[config.mk]
export PLATFORM = sky130hd
export DESIGN_NAME = spi_master_ctrl
export DESIGN_NICKNAME = d
export VERILOG_FILES = /design/src/rtl/spi_master_ctrl.sv
export SDC_FILE = /design/constraint.sdc
export NUM_CORES = 1
export LEC_CHECK = 0
export CORE_MARGIN = 2
export CORE_UTILIZATION = 35
export DETAILED_ROUTE_END_ITERATION = 16
export PLACE_DENSITY = 0.52
export SLEW_MARGIN = 20
export SYNTH_ARGS = -nofsm -noshare
export SYNTH_HDL_FRONTEND = slang
export SYNTH_SLANG_ARGS = --single-unit
[constraint.sdc]
create_clock -name clk -period 5.7 [get_ports clk]
set_input_delay 0.855 -clock clk [delete_from_list [all_inputs] [get_ports clk]]
set_output_delay 0.855 -clock clk [all_outputs]
set_load 0.02 [all_outputs]
[src/rtl/spi_master_ctrl.sv]
`default_nettype none
// ============================================================================
// Module   : spi_master_ctrl
// Purpose  : SPI master with programmable SCLK divider, CPOL/CPHA modes,
//            selectable bit order and one-hot active-low chip selects.
// Revision : 1.0  initial release
// ============================================================================
module spi_master_ctrl #(
   parameter  int DATA_W = 8,
   parameter  int NUM_CS = 4,
   parameter  int DIV_W  = 8,
   localparam int CS_W   = (NUM_CS > 1) ? $clog2(NUM_CS) : 1
) (
   input  logic              clk,
   input  logic              reset_n,
   input  logic              start,
   input  logic [DATA_W-1:0] tx_data,
   input  logic [CS_W-1:0]   cs_idx,
   input  logic              cpol,
   input  logic              cpha,
   input  logic              lsb_first,
   input  logic [DIV_W-1:0]  clk_div,
   output logic              busy,
   output logic              done,
   output logic [DATA_W-1:0] rx_data,
   output logic              sclk,
   output logic              mosi,
   input  logic              miso,
   output logic [NUM_CS-1:0] cs_n
);

   localparam int EDGE_W = $clog2(2 * DATA_W);
   localparam logic [EDGE_W-1:0] LAST_EDGE = EDGE_W'(2 * DATA_W - 1);

   typedef enum logic [1:0] {
      ST_IDLE  = 2'd0,
      ST_SETUP = 2'd1,
      ST_XFER  = 2'd2,
      ST_HOLD  = 2'd3
   } state_t;

   state_t            state_q, state_d;
   logic [DIV_W-1:0]  cnt_q, cnt_d;
   logic [DIV_W-1:0]  div_q, div_d;
   logic [EDGE_W-1:0] edge_q, edge_d;
   logic              cpha_q, cpha_d;
   logic              lsb_q, lsb_d;
   logic              sclk_q, sclk_d;
   logic              mosi_q, mosi_d;
   logic              done_q, done_d;
   logic [DATA_W-1:0] tx_q, tx_d;
   logic [DATA_W-1:0] rx_sh_q, rx_sh_d;
   logic [DATA_W-1:0] rx_q, rx_d;
   logic [NUM_CS-1:0] cs_n_q, cs_n_d;

   logic [NUM_CS-1:0] w_cs_dec;
   logic              w_cnt_zero;
   logic              w_bit;
   logic [DATA_W-1:0] w_tx_next;
   logic [DATA_W-1:0] w_rx_next;

   // Out-of-range indices match no line, leaving every select deasserted.
   always_comb begin
      w_cs_dec = '1;
      for (int i = 0; i < NUM_CS; i++) begin
         if (cs_idx == CS_W'(i)) w_cs_dec[i] = 1'b0;
      end
   end

   assign w_cnt_zero = (cnt_q == '0);
   assign w_bit      = lsb_q ? tx_q[0] : tx_q[DATA_W-1];
   assign w_tx_next  = lsb_q ? (tx_q >> 1) : (tx_q << 1);
   assign w_rx_next  = lsb_q ? {miso, rx_sh_q[DATA_W-1:1]}
                             : {rx_sh_q[DATA_W-2:0], miso};

   always_comb begin
      state_d = state_q;
      cnt_d   = cnt_q;
      div_d   = div_q;
      edge_d  = edge_q;
      cpha_d  = cpha_q;
      lsb_d   = lsb_q;
      sclk_d  = sclk_q;
      mosi_d  = mosi_q;
      done_d  = 1'b0;
      tx_d    = tx_q;
      rx_sh_d = rx_sh_q;
      rx_d    = rx_q;
      cs_n_d  = cs_n_q;

      case (state_q)
         ST_IDLE: begin
            sclk_d = cpol;
            if (start) begin
               state_d = ST_SETUP;
               cnt_d   = clk_div;
               div_d   = clk_div;
               cpha_d  = cpha;
               lsb_d   = lsb_first;
               cs_n_d  = w_cs_dec;
               rx_sh_d = '0;
               edge_d  = '0;
               tx_d    = tx_data;
               // Mode with cpha=0 must present the first bit before edge 1.
               if (!cpha) begin
                  mosi_d = lsb_first ? tx_data[0] : tx_data[DATA_W-1];
                  tx_d   = lsb_first ? (tx_data >> 1) : (tx_data << 1);
               end
            end
         end

         ST_SETUP: begin
            if (w_cnt_zero) begin
               state_d = ST_XFER;
               cnt_d   = div_q;
               edge_d  = '0;
               sclk_d  = ~sclk_q;
               if (cpha_q) begin
                  mosi_d = w_bit;
                  tx_d   = w_tx_next;
               end else begin
                  rx_sh_d = w_rx_next;
               end
            end else begin
               cnt_d = cnt_q - 1'b1;
            end
         end

         ST_XFER: begin
            if (w_cnt_zero) begin
               cnt_d = div_q;
               if (edge_q == LAST_EDGE) begin
                  state_d = ST_HOLD;
               end else begin
                  edge_d = edge_q + 1'b1;
                  sclk_d = ~sclk_q;
                  // edge_q odd here means the upcoming edge is a leading one.
                  if (edge_q[0] != cpha_q) begin
                     rx_sh_d = w_rx_next;
                  end else if (cpha_q || (edge_d != LAST_EDGE)) begin
                     mosi_d = w_bit;
                     tx_d   = w_tx_next;
                  end
               end
            end else begin
               cnt_d = cnt_q - 1'b1;
            end
         end

         ST_HOLD: begin
            if (w_cnt_zero) begin
               state_d = ST_IDLE;
               cs_n_d  = '1;
               rx_d    = rx_sh_q;
               done_d  = 1'b1;
            end else begin
               cnt_d = cnt_q - 1'b1;
            end
         end

         default: state_d = ST_IDLE;
      endcase
   end

   always_ff @(posedge clk or negedge reset_n) begin
      if (!reset_n) begin
         state_q <= ST_IDLE;
         cnt_q   <= '0;
         div_q   <= '0;
         edge_q  <= '0;
         cpha_q  <= 1'b0;
         lsb_q   <= 1'b0;
         sclk_q  <= 1'b0;
         mosi_q  <= 1'b0;
         done_q  <= 1'b0;
         tx_q    <= '0;
         rx_sh_q <= '0;
         rx_q    <= '0;
         cs_n_q  <= '1;
      end else begin
         state_q <= state_d;
         cnt_q   <= cnt_d;
         div_q   <= div_d;
         edge_q  <= edge_d;
         cpha_q  <= cpha_d;
         lsb_q   <= lsb_d;
         sclk_q  <= sclk_d;
         mosi_q  <= mosi_d;
         done_q  <= done_d;
         tx_q    <= tx_d;
         rx_sh_q <= rx_sh_d;
         rx_q    <= rx_d;
         cs_n_q  <= cs_n_d;
      end
   end

   assign busy    = (state_q != ST_IDLE);
   assign done    = done_q;
   assign rx_data = rx_q;
   assign sclk    = sclk_q;
   assign mosi    = mosi_q;
   assign cs_n    = cs_n_q;

endmodule
`default_nettype wire

==> results of run 1 <==
## how the worst max path moves through the flow
stage                                    start                   to  slack [ns]  depth (start not counted)
after floorplan           cnt_q[0]$_DFFE_PN0P_  tx_q[0]$_DFFE_PN0P_        3.12                          8
after global placement                   start  tx_q[4]$_DFFE_PN0P_        2.63                          5
after detailed placement                 start  tx_q[6]$_DFFE_PN0P_        2.60                          5
after CTS                 cnt_q[0]$_DFFE_PN0P_  cs_n[1]$_DFFE_PN1P_        2.75                          7
after global routing      cnt_q[0]$_DFFE_PN0P_  cs_n[1]$_DFFE_PN1P_        2.45                          7
final                     cnt_q[0]$_DFFE_PN0P_  cs_n[1]$_DFFE_PN1P_        2.78                          7
## state kept, by name, summed over array words and instances, names as in the netlist
signal / flops
state_q: 2
cpha_q: 1
sclk: 1
tx_q: 8
div_q: 8
mosi: 1
rx_data: 8
cnt_q: 8
lsb_q: 1
done: 1
cs_n: 4
edge_q: 4
rx_sh_q: 8
## power groups by stage
stage / Clock, W / Sequential, W / Combinational, W
final: 0.000318 / 0.000711 / 0.00112
after floorplan: 0 / 0.000692 / 0.000875
after global routing: 0.000349 / 0.000740 / 0.00125
after detailed placement: 0 / 0.000720 / 0.00113
after CTS: 0.000331 / 0.000713 / 0.00113
after global placement: 0 / 0.000719 / 0.00112
## placed cells by master, fill, tap and decap left out, drive strengths merged, types with 2 or more instances in the layout
| cell | synthesis | routed |
|---|---|---|
| dfrtp | 51 | 51 |
| mux2 | 40 | 40 |
| clkdlybuf4s50 | 0 | 39 |
| mux2i | 23 | 23 |
| o21ai | 21 | 21 |
| nand2 | 18 | 18 |
| nor2 | 17 | 17 |
| a21oi | 17 | 17 |
| inv | 14 | 15 |
| nor2b | 11 | 11 |
| nand3 | 10 | 10 |
| ha | 9 | 9 |
| nand2b | 8 | 8 |
| a211oi | 7 | 7 |
| clkbuf | 13 | 5 |
| a31oi | 4 | 4 |
| a32o | 4 | 4 |
| dfstp | 4 | 4 |
| nor3b | 4 | 4 |
| or3 | 3 | 3 |
| nand3b | 3 | 3 |
| buf | 3 | 3 |
| xnor2 | 2 | 2 |
| o311ai | 2 | 2 |
| o22ai | 2 | 2 |
| xor2 | 2 | 2 |
| bufinv | 0 | 2 |
| nor4 | 2 | 2 |
| and2 | 2 | 2 |
## through the flow
stage                     instance area, um^2  cells  total power, W
after floorplan                          3226    312        0.001567
after global placement                   3706    449        0.001840
after detailed placement                 3706    449        0.001851
after CTS                                3846    457        0.002178
after global routing                     3846    457        0.002342
final                                    3846    457        0.002149
## cell type report
type	count	area [um^2]	share of cell area, %
Timing Repair Buffer	42	410.4	10.67
Tap cell	111	138.9	3.611
Inverter	14	52.55	1.366
Multi-Input combinational cell	227	1723	44.79
Clock inverter	3	71.32	1.854
Sequential cell	55	1381	35.91
Clock buffer	5	68.82	1.789
## cell families after synthesis
logic type / count (synthesis) / share of synthesized area, %
AOI/OAI and AO/OA: 68 / 13.42
xor gates and xnor gates: 4 / 1.086
adders and majority gates: 9 / 3.491
buffers and inverters: 30 / 3.762
DFF: 55 / 42.82
muxes: 63 / 21.10
and+or+nand+nor: 83 / 14.31
## routing by layer
| metal | vias up | global-route usage [%] | routed length (um) |
|---|---|---|---|
| met1 | 1198 | 21.35 | 3559 |
| met5 | - | 0 | 0 |
| met4 | 0 | 3.477 | 71 |
| li1 | 1187 | - | - |
| met2 | 39 | 24.74 | 3129 |
| met3 | 4 | 2.716 | 250 |
==> flow_summary.ini, run 1 <==
[outcome]
status = completed

[logic_synthesis]
yosysMostFrequentCell = dfrtp_1
synth_cell_types = 48
syn_nets = 346
syn_area_um2 = 3226
yosys-top-cells-count = dfrtp_1, mux2_2, mux2i_1
synth_seq_cells = 55
synth_top_area_share_pct = 39.57
synth-seq-area-share_pct = 42.82
synth.area.top_cells = dfrtp_1, mux2_2, mux2i_1, ha_1, dfstp_2
synth_enable_flop_cells = 0
syn_area_per_cell_um2 = 10.34
synth_warnings = 0
async_flop_share_pct = 100.0
synth_ff_type = dfrtp_1
synth_area_leader_cell = dfrtp_1
synthCells = 312

[routing]
routedWlPerCell_um = 15.34
viasPerCell = 5.313
ant_nets = 0
first_iter_violations = 80
drcViolationCount = 0
routed_wirelength_mm = 7.011
vias = 2428
first_pass_iters = 4

[layout]
antenna_cells = 0
nets = 379
area_growth_syn_to_layout_pct = 19.24
layout-drive-gt1-share_pct = 17.92
final_util_pct = 42.23
fill_cells = 897

[hold_path]
hp-class = register to register
whs_endpoint = div_q[4]$_DFFE_PN0P_
min_from = div_q[4]$_DFFE_PN0P_
whs_path_depth = 1

[power]
power_density_nw_per_um2 = 558.7
internal_power_w = 0.001292
switching_power_w = 0.0008564
switching_share_pct = 39.86
comb_power_share_pct = 52.1
ir_worst_vdd_v = 0.0002125
power_frac_seq_pct = 33.1
clkPwrFrac_pct = 14.8
p_leak_nw = 1.628

[global_routing]
track_usage_pct = 15.24
antenna_found_initial = 0
grt_pass1_wl_mm = 12.15
grt.overflow.total = 0
grt_pass1_vias = 2450
grt_max_degree = 56

[critical_path]
crit_fanout = 11
rr_worst_depth = 7
crit_type = register to register
crit_family = simple AND/OR/NAND/NOR gates
rr_endpoint = cs_n[1]$_DFFE_PN1P_
crit_chain = inv_1 -> ha_1 -> nor3b_1 -> and2_2 -> nand2_1 -> a21oi_1 -> mux2_2
startpoint_type = register
cp_data_arrival_time_ns = 3.17
rrSetupSlack_ns = 2.78
slowest_stage = a21oi_1
cp_data_required_time_ns = 5.95
worst-path-buf-inv = 1
end_kind = register
r2r_start = cnt_q[0]$_DFFE_PN0P_
slowest_delay_ns = 0.54

[timing]
layout_min_cycle_time_ns = 2.921
slew_viol_final = 0
final_hold_viol_count = 0
rsz0062_at_grt = no
holdWs_ns = 0.5056
setup_slack_ns = 2.779
tightest_slew_ns = 0.9003
setup_tns_ns = 0
setup_viol = 0
min_period_over_period_pct = 51.24
relSlewSlack_pct = 39.98
skew_ns = 0.009408
fmax_mhz = 342.4

[die]
fp.dieW_um = 100
row_count = 35
die_y_um = 100
initial_core_util_pct = 35.41
io_pins = 41
die_area_um2 = 10000
core_area_um2 = 9109

[clock_network]
post_cts_resized = 0
cts_buffers = 5
cts_buffer_depth = 2
ctsRootBufferMaster = clkbuf_8
cts_sinks = 55
cts_tree = built
cts.htree.levels = 2
post_cts_buffers = 0
clk_latency_ns = 0.31
hold_buffers = 0
path_clk_slew_ns = 0.11

[flow_run]
maxCapViolations = 0

[placed_design]
pre_cts_slack_ns = 2.600
io_buffers = 40
dpl.hpwl_mm = 4.848
finalWeightedCongestion = 0.7974
(Power assumes the default switching activity.)
==> run 2, diff against run 1 <==
==> constraint.sdc (replaced) <==
create_clock -name clk -period 2.9 [get_ports clk]
set_input_delay 0.435 -clock clk [delete_from_list [all_inputs] [get_ports clk]]
set_output_delay 0.435 -clock clk [all_outputs]
set_load 0.02 [all_outputs]
==> flow_summary.ini, run 2 (synthesis results as in run 1) <==
[clock_network]
post_cts_buffers = 0
path_clk_slew_ns = 0.11
hold_buffers = 0
cts.htree.levels = 2
cts_buffer_depth = 2
cts_sinks = 55
ctsRootBufferMaster = clkbuf_8
post_cts_resized = 0
cts_tree = built
clk_latency_ns = 0.31
cts_buffers = 5

[critical_path]
slowest_stage = or4_4
rr_worst_depth = 8
cp_data_required_time_ns = 3.11
startpoint_type = register
crit_chain = inv_1 -> ha_1 -> nor3b_1 -> a21oi_1 -> or4_4 -> nor3b_4 -> buf_12 -> mux2_2
cp_data_arrival_time_ns = 2.72
worst-path-buf-inv = 2
slowest_delay_ns = 0.58
path_depth = 8
r2r_start = cnt_q[0]$_DFFE_PN0P_
crit_fanout = 11
rrSetupSlack_ns = 0.39
crit_type = register to register
end_kind = register
rr_endpoint = tx_q[3]$_DFFE_PN0P_
crit_family = simple AND/OR/NAND/NOR gates
startpoint = cnt_q[0]$_DFFE_PN0P_
crit_end = tx_q[3]$_DFFE_PN0P_

[global_routing]
grt_pass1_wl_mm = 12.33
grt_pass1_vias = 2465
antenna_found_initial = 0
grt.overflow.total = 0
track_usage_pct = 15.44
grt_max_degree = 35

[timing]
setup_viol = 0
layout_min_cycle_time_ns = 2.513
setup_tns_ns = 0
relSlewSlack_pct = 39.89
rsz0062_at_grt = no
holdWs_ns = 0.1687
final_hold_viol_count = 0
tightest_slew_ns = 0.9017
slew_viol_final = 0
fmax_mhz = 398.0
min_period_over_period_pct = 86.65
skew_ns = 0.01042

[power]
clkPwrFrac_pct = 10.6
power_density_nw_per_um2 = 1074
ir_worst_vdd_v = 0.0005759
comb_power_share_pct = 55.9
p_leak_nw = 1.663
internal_power_w = 0.002473
power_frac_seq_pct = 33.5
switching_power_w = 0.001707
switching_share_pct = 40.83

[die]
initial_core_util_pct = 35.41
die_y_um = 100
core_area_um2 = 9109
die_area_um2 = 10000
fp.dieW_um = 100
row_count = 35
io_pins = 41

[layout]
layout-drive-gt1-share_pct = 20.45
area_growth_syn_to_layout_pct = 20.67
layout_common_cells = dfrtp_1, mux2_2, clkdlybuf4s50_1, mux2i_1, o21ai_0
final_common_cell = dfrtp_1
nets = 390
antenna_cells = 0

[placed_design]
finalWeightedCongestion = 0.7981
dpl.hpwl_mm = 5.167
io_buffers = 40

[routing]
first_iter_violations = 91
vias = 2459
ant_nets = 0
first_pass_iters = 4
routed_wirelength_mm = 7.113
viasPerCell = 5.254
routedWlPerCell_um = 15.20
drcViolationCount = 0

[flow_run]
maxCapViolations = 0

[outcome]
status = completed

[hold_path]
hp-class = primary input to async pin
## run 2: cell count changes in the layout (fill, tap and decap cells not counted), sizes merged
| cell | delta |
|---|---|
| clkinv | +2 |
| buf | +11 |
| bufinv | -2 |
## run 2: how the worst min path moves through the flow
stage / depth (start not counted) / slack, ns / start / end
final: 1 / 0.17 / reset_n / rx_sh_q[0]$_DFFE_PN0P_
after CTS: 1 / 0.19 / reset_n / rx_data[1]$_DFFE_PN0P_
after global routing: 1 / 0.21 / reset_n / rx_sh_q[0]$_DFFE_PN0P_
after global placement: 1 / 0.48 / div_q[1]$_DFFE_PN0P_ / div_q[1]$_DFFE_PN0P_
after floorplan: 0 / 0.14 / reset_n / cnt_q[0]$_DFFE_PN0P_
after detailed placement: 1 / 0.49 / div_q[1]$_DFFE_PN0P_ / div_q[1]$_DFFE_PN0P_
## run 2: power by group through the flow
stage,registers (W),logic (W),clock network [W]
3_5_place_dp,0.00142,0.00236,0
2_1_floorplan,0.00136,0.00172,0
4_1_cts,0.00140,0.00238,0.000467
5_1_grt,0.00145,0.00261,0.000501
3_3_place_gp,0.00141,0.00235,0
6_report,0.00140,0.00234,0.000442
## run 2: through the flow
stage / cell area, um^2 / total power (W) / util (%) / setup WS [ns] / cells
after floorplan: 3226 / 0.003080 / - / 0.3227 / 312
after global placement: 3801 / 0.003762 / 41.73 / 0.4248 / 460
after detailed placement: 3801 / 0.003779 / 41.73 / 0.3972 / 460
after CTS: 3892 / 0.004246 / 42.73 / 0.3582 / 468
after global routing: 3892 / 0.004563 / 42.73 / 0.1536 / 468
final: 3892 / 0.004180 / 42.73 / 0.3873 / 468
## run 2: layer usage
| metal | wire length [um] | part of all wire, % | track usage, % | vias up |
|---|---|---|---|---|
| li1 | - | - | - | 1214 |
| met1 | 3534 | 50 | 21.71 | 1191 |
| met2 | 3239 | 46 | 24.69 | 50 |
| met3 | 275 | 3.9 | 2.925 | 4 |
| met4 | 63 | 0.89 | 3.793 | 0 |
| met5 | 0 | 0 | 0 | - |
## run 2: final cells by class
class / instances / area (um^2)
Clock inverter: 3 / 22.52
Clock buffer: 5 / 68.82
Sequential cell: 55 / 1381
Tap cell: 111 / 138.9
Inverter: 14 / 52.55
Multi-Input combinational cell: 227 / 1723
Timing Repair Buffer: 53 / 505.5
Fill cell: 891 / 5216
## run 2: worst register-to-register path: cells and delay by family (launching register included)
kind                       cells  cell delay (ns)
adders and majority gates      1             0.15
DFF                            1             0.42
muxes                          1             0.33
buffers and inverters          2             0.26
AOI/OAI and AO/OA              1             0.14
and+or+nand+nor                3             1.10
==> edit 1, RTL diff (flow settings as in run 1) <==
The 4 states of `state_t` get a one-hot encoding in 4 bits.
--- a/src/rtl/spi_master_ctrl.sv
+++ b/src/rtl/spi_master_ctrl.sv
@@ -32,11 +32,11 @@
    localparam int EDGE_W = $clog2(2 * DATA_W);
    localparam logic [EDGE_W-1:0] LAST_EDGE = EDGE_W'(2 * DATA_W - 1);
 
-   typedef enum logic [1:0] {
-      ST_IDLE  = 2'd0,
-      ST_SETUP = 2'd1,
-      ST_XFER  = 2'd2,
-      ST_HOLD  = 2'd3
+   typedef enum logic [3:0] {
+      ST_IDLE  = 4'b0001,
+      ST_SETUP = 4'b0010,
+      ST_XFER  = 4'b0100,
+      ST_HOLD  = 4'b1000
    } state_t;
 
    state_t            state_q, state_d;
Function: same outputs for any inputs over 10 cycles, from zero or initial values and one cycle with reset_n low; not proved beyond that.
==> edit 1 against run 1 <==
  * Highest routed layer unchanged
  * Total power is 16% lower
  * Setup slack got worse by 0.078 ns
  * Design area up 0.78%
  * Sequential share of layout area grew 1.0 points
  * Routed wire length up 5.8%
  * Critical path type unchanged
  * Sequential cell count up 2
  * Area after synthesis decreased by 1.6%
==> edit 1: results (changes against run 1) <==
clk cell area share 0.0591 (+0.0226); sequential area share after synthesis 0.451 (+0.0233); Detailed Place HPWL 4940 um (+1.9%); Peak Freq 333 MHz (-2.6%); area of the multi-input gates 1630 sq um (-5.4%); nets@finish 369 (-2.6%); # fillers 869 (-3.1%); initial detailed-routing violation count 132 (+65%); commonest cells in the netlist dfrtp_1 (52), o21ai_0 (32), mux2_2 (26); GR Util met2 0.253 (+0.00572); Routed WL 7420 um (+5.8%); storage element area 1430 sq um (+3.7%); Critical Path Max Stage Delay 0.58 ns (+0.04 ns); relative slew slack 0.404 (+0.00418); Peak VDD IR 0.232 mV (+9.4%); Post-Route M1 WL 3520 um (-1.2%); WHS 0.476 ns (-0.0295 ns); Reg-to-Reg End rx_sh_q[2]$_DFFE_PN0P_; Clock Latency Late Sink 0.34 ns (+0.03 ns); Via Count 2,525 (+4.0%); met1 Usage GRT 0.211 (-0.00232); slowest stage cell on the critical path nor4_4; non-clock inverter count in the final layout 9 (-5); CTS Sinks 57 (+3.6%); Leak Pwr 0.00162 uW (-0.57%); clock skew 0.0138 ns (+0.00437 ns); placed cell count 438 (-2.4%); DP Area 3650 sq um (-1.6%); Num CTS Buffers 9 (+4); fin util 0.442 (+0.0201); largest net degree at the start of global routing 58 (+3.6%); Hold Crit Start sclk$_DFFE_PN0P_; Comb. pwr 682 uW (-39%); internal power 1140 uW (-12%); first-pass GRT wire length 12,300 um (+1.5%); Max H-tree Level 3 (+1); Synth Instances 304 (-2.6%); status finished clean; Crit Path Max Fanout 15 (+4); GRT Util Overall 0.158 (+0.00534); syn_nets 332 (-4.0%); count of multi-input gates 221 (-2.6%); routed wl met2 3380 um (+8.1%); Critical Path AT 3.24 ns (+0.07 ns); share of layout cells above drive strength 1 0.173 (-0.00578); Worst-path clk slew 0.07 ns (-0.04 ns); NetSw 665 uW (-22%); r2r setup slk 2.70 ns (-0.08 ns); Data buffer area share 0.107 (+0.000464); worst hold endpoint sclk$_DFFE_PN0P_
-- edit 1: cell types whose count changed in the layout (fill, tap and decap cells not counted), moves of 4 or more --
cell / before / now
nand3_1: 10 / 3
inv_1: 14 / 9
o211ai_1: 0 / 7
mux2_2: 40 / 26
ha_1: 9 / 3
nor3_1: 1 / 8
nand2_1: 18 / 14
a32oi_1: 0 / 6
nor2b_1: 11 / 4
o21ai_0: 21 / 32
o31ai_1: 1 / 13
clkbuf_8: 5 / 11
a32o_1: 4 / 0
-- edit 1: kinds of logic (layout without fill, tap and decap cells) --
family | after synthesis | in the layout | share of synthesized area
AO/OA/AOI/OAI | 96 | 96 | 0.202
AND/OR/NAND/NOR | 72 | 72 | 0.133
flip-flops | 57 | 57 | 0.452
multiplexers | 48 | 48 | 0.162
buffers and inverters | 26 | 68 | 0.0347
adder cells (fa/ha/maj) | 3 | 3 | 0.0118
XOR/XNOR | 2 | 2 | 0.00552
==> edit 2, RTL diff (config.mk and constraints of run 1) <==
Made on the original files. `DATA_W`: 8 -> 16.
--- a/src/rtl/spi_master_ctrl.sv
+++ b/src/rtl/spi_master_ctrl.sv
@@ -6,7 +6,7 @@
 // Revision : 1.0  initial release
 // ============================================================================
 module spi_master_ctrl #(
-   parameter  int DATA_W = 8,
+   parameter  int DATA_W = 16,
    parameter  int NUM_CS = 4,
    parameter  int DIV_W  = 8,
    localparam int CS_W   = (NUM_CS > 1) ? $clog2(NUM_CS) : 1
Ports: changed (resized rx_data and tx_data); port bits go from 41 to 57. The function was not compared with the original's and may differ.
==> edit 2 against run 1 <==
  * Area after synthesis increased by 41%
  * Design area increased by 45%
  * Count of clock-buffer cells in the layout increased by 6
  * Sequential power increased by 29%
  * Routed wire length increased by 42%
  * Synthesized cell count increased by 56%
  * Via count increased by 44%
  * Critical path depth decreased by 1
  * Total power increased by 37%
  * Setup slack got worse by 0.28 ns
  * Sequential cell count increased by 25
  * Die area increased by 40%
  * Clock skew decreased by 0.0044 ns
  * Highest routed layer unchanged
==> edit 2: results (changes against run 1) <==
worst hold endpoint rx_data[6]$_DFFE_PN0P_; Clock Latency Late Sink 0.34 ns (+0.03 ns); M3 GR Usage 0.0439 (+0.0168); Via Count 3,485 (+44%); GRT Util Overall 0.153 (+0.000643); Critical Path AT 3.42 ns (+0.25 ns); non-clock inverter count in the final layout 17 (+3); Hold Crit Start rx_data[6]$_DFFE_PN0P_; syn_nets 530 (+53%); Max H-tree Level 3 (+1); met1 Usage GRT 0.200 (-0.0136); relative slew slack 0.310 (-0.0901); fraction of area in multi-input gates 0.423 (-0.0251); Leak Pwr 0.00245 uW (+50%); routed wl met2 4440 um (+42%); WHS 0.470 ns (-0.0356 ns); crit path capture tx_q[2]$_DFFE_PN0P_; clock skew 0.00501 ns (-0.00440 ns); largest net degree at the start of global routing 81 (+45%); fraction of area in registers 0.361 (+0.00180); commonest cells in the netlist nand2_1 (98), dfrtp_1 (76), o21ai_0 (37); dpl ws 2.49 ns (-0.106 ns); RePlAce Congestion 0.822 (+3.1%); count of multi-input gates 360 (+59%); Worst Reg2Reg Path Length in Cells 6 (-1); initial detailed-routing violation count 161 (+100%); CTS Sinks 80 (+45%); sequential area share after synthesis 0.440 (+0.0118); # fillers 1,264 (+41%); Post-Route M1 WL 5000 um (+40%); Detailed Place HPWL 6680 um (+38%); Worst-path clk slew 0.06 ns (-0.05 ns); nets@finish 569 (+50%); power after layout 2950 uW (+37%); Root Buffer clkbuf_16; Data buffer area share 0.104 (-0.00297); CP startpoint state_q[0]$_DFFE_PN0P_; GR Util met2 0.242 (-0.00571); Critical Path Max Stage Delay 0.94 ns (+0.40 ns); first-pass GRT wire length 17,100 um (+41%); status finished clean; hold depth 2 (+1); Non-clk bufs 58 (+38%); routed len/inst 14.1 um (-7.8%); clk cell area share 0.0623 (+0.0259)
==> edit 2: changes by cell type in the layout (fill, tap and decap cells not counted), moves of 7 or more <==
cell                    run 1  this run
dfrtp_1                    51        76
nor2_1                     17        28
clkdlybuf4s50_1            39        55
mux2i_1                    23        30
a21oi_1                    17        27
mux2_4                      0        10
clkbuf_16                   0         9
a211oi_1                    7        20
nand2_1                    18        98
mux2_2                     40        24
o21ai_0                    21        37
==> edit 2: cell families after synthesis <==
logic type / Yosys count / synth area share
AO/OA/AOI/OAI: 110 / 0.150
XOR/XNOR: 2 / 0.00384
multiplexers: 70 / 0.173
adder cells (fa/ha/maj): 10 / 0.0274
AND/OR/NAND/NOR: 168 / 0.162
buffers and inverters: 47 / 0.0444
flip-flops: 80 / 0.440
==> edit 2: stage by stage <==
step / cell area, sq um / std cells
after floorplan: 4560 / 487
after global placement: 5210 / 687
after detailed placement: 5210 / 687
after CTS: 5560 / 703
after global routing: 5560 / 703
final: 5560 / 703
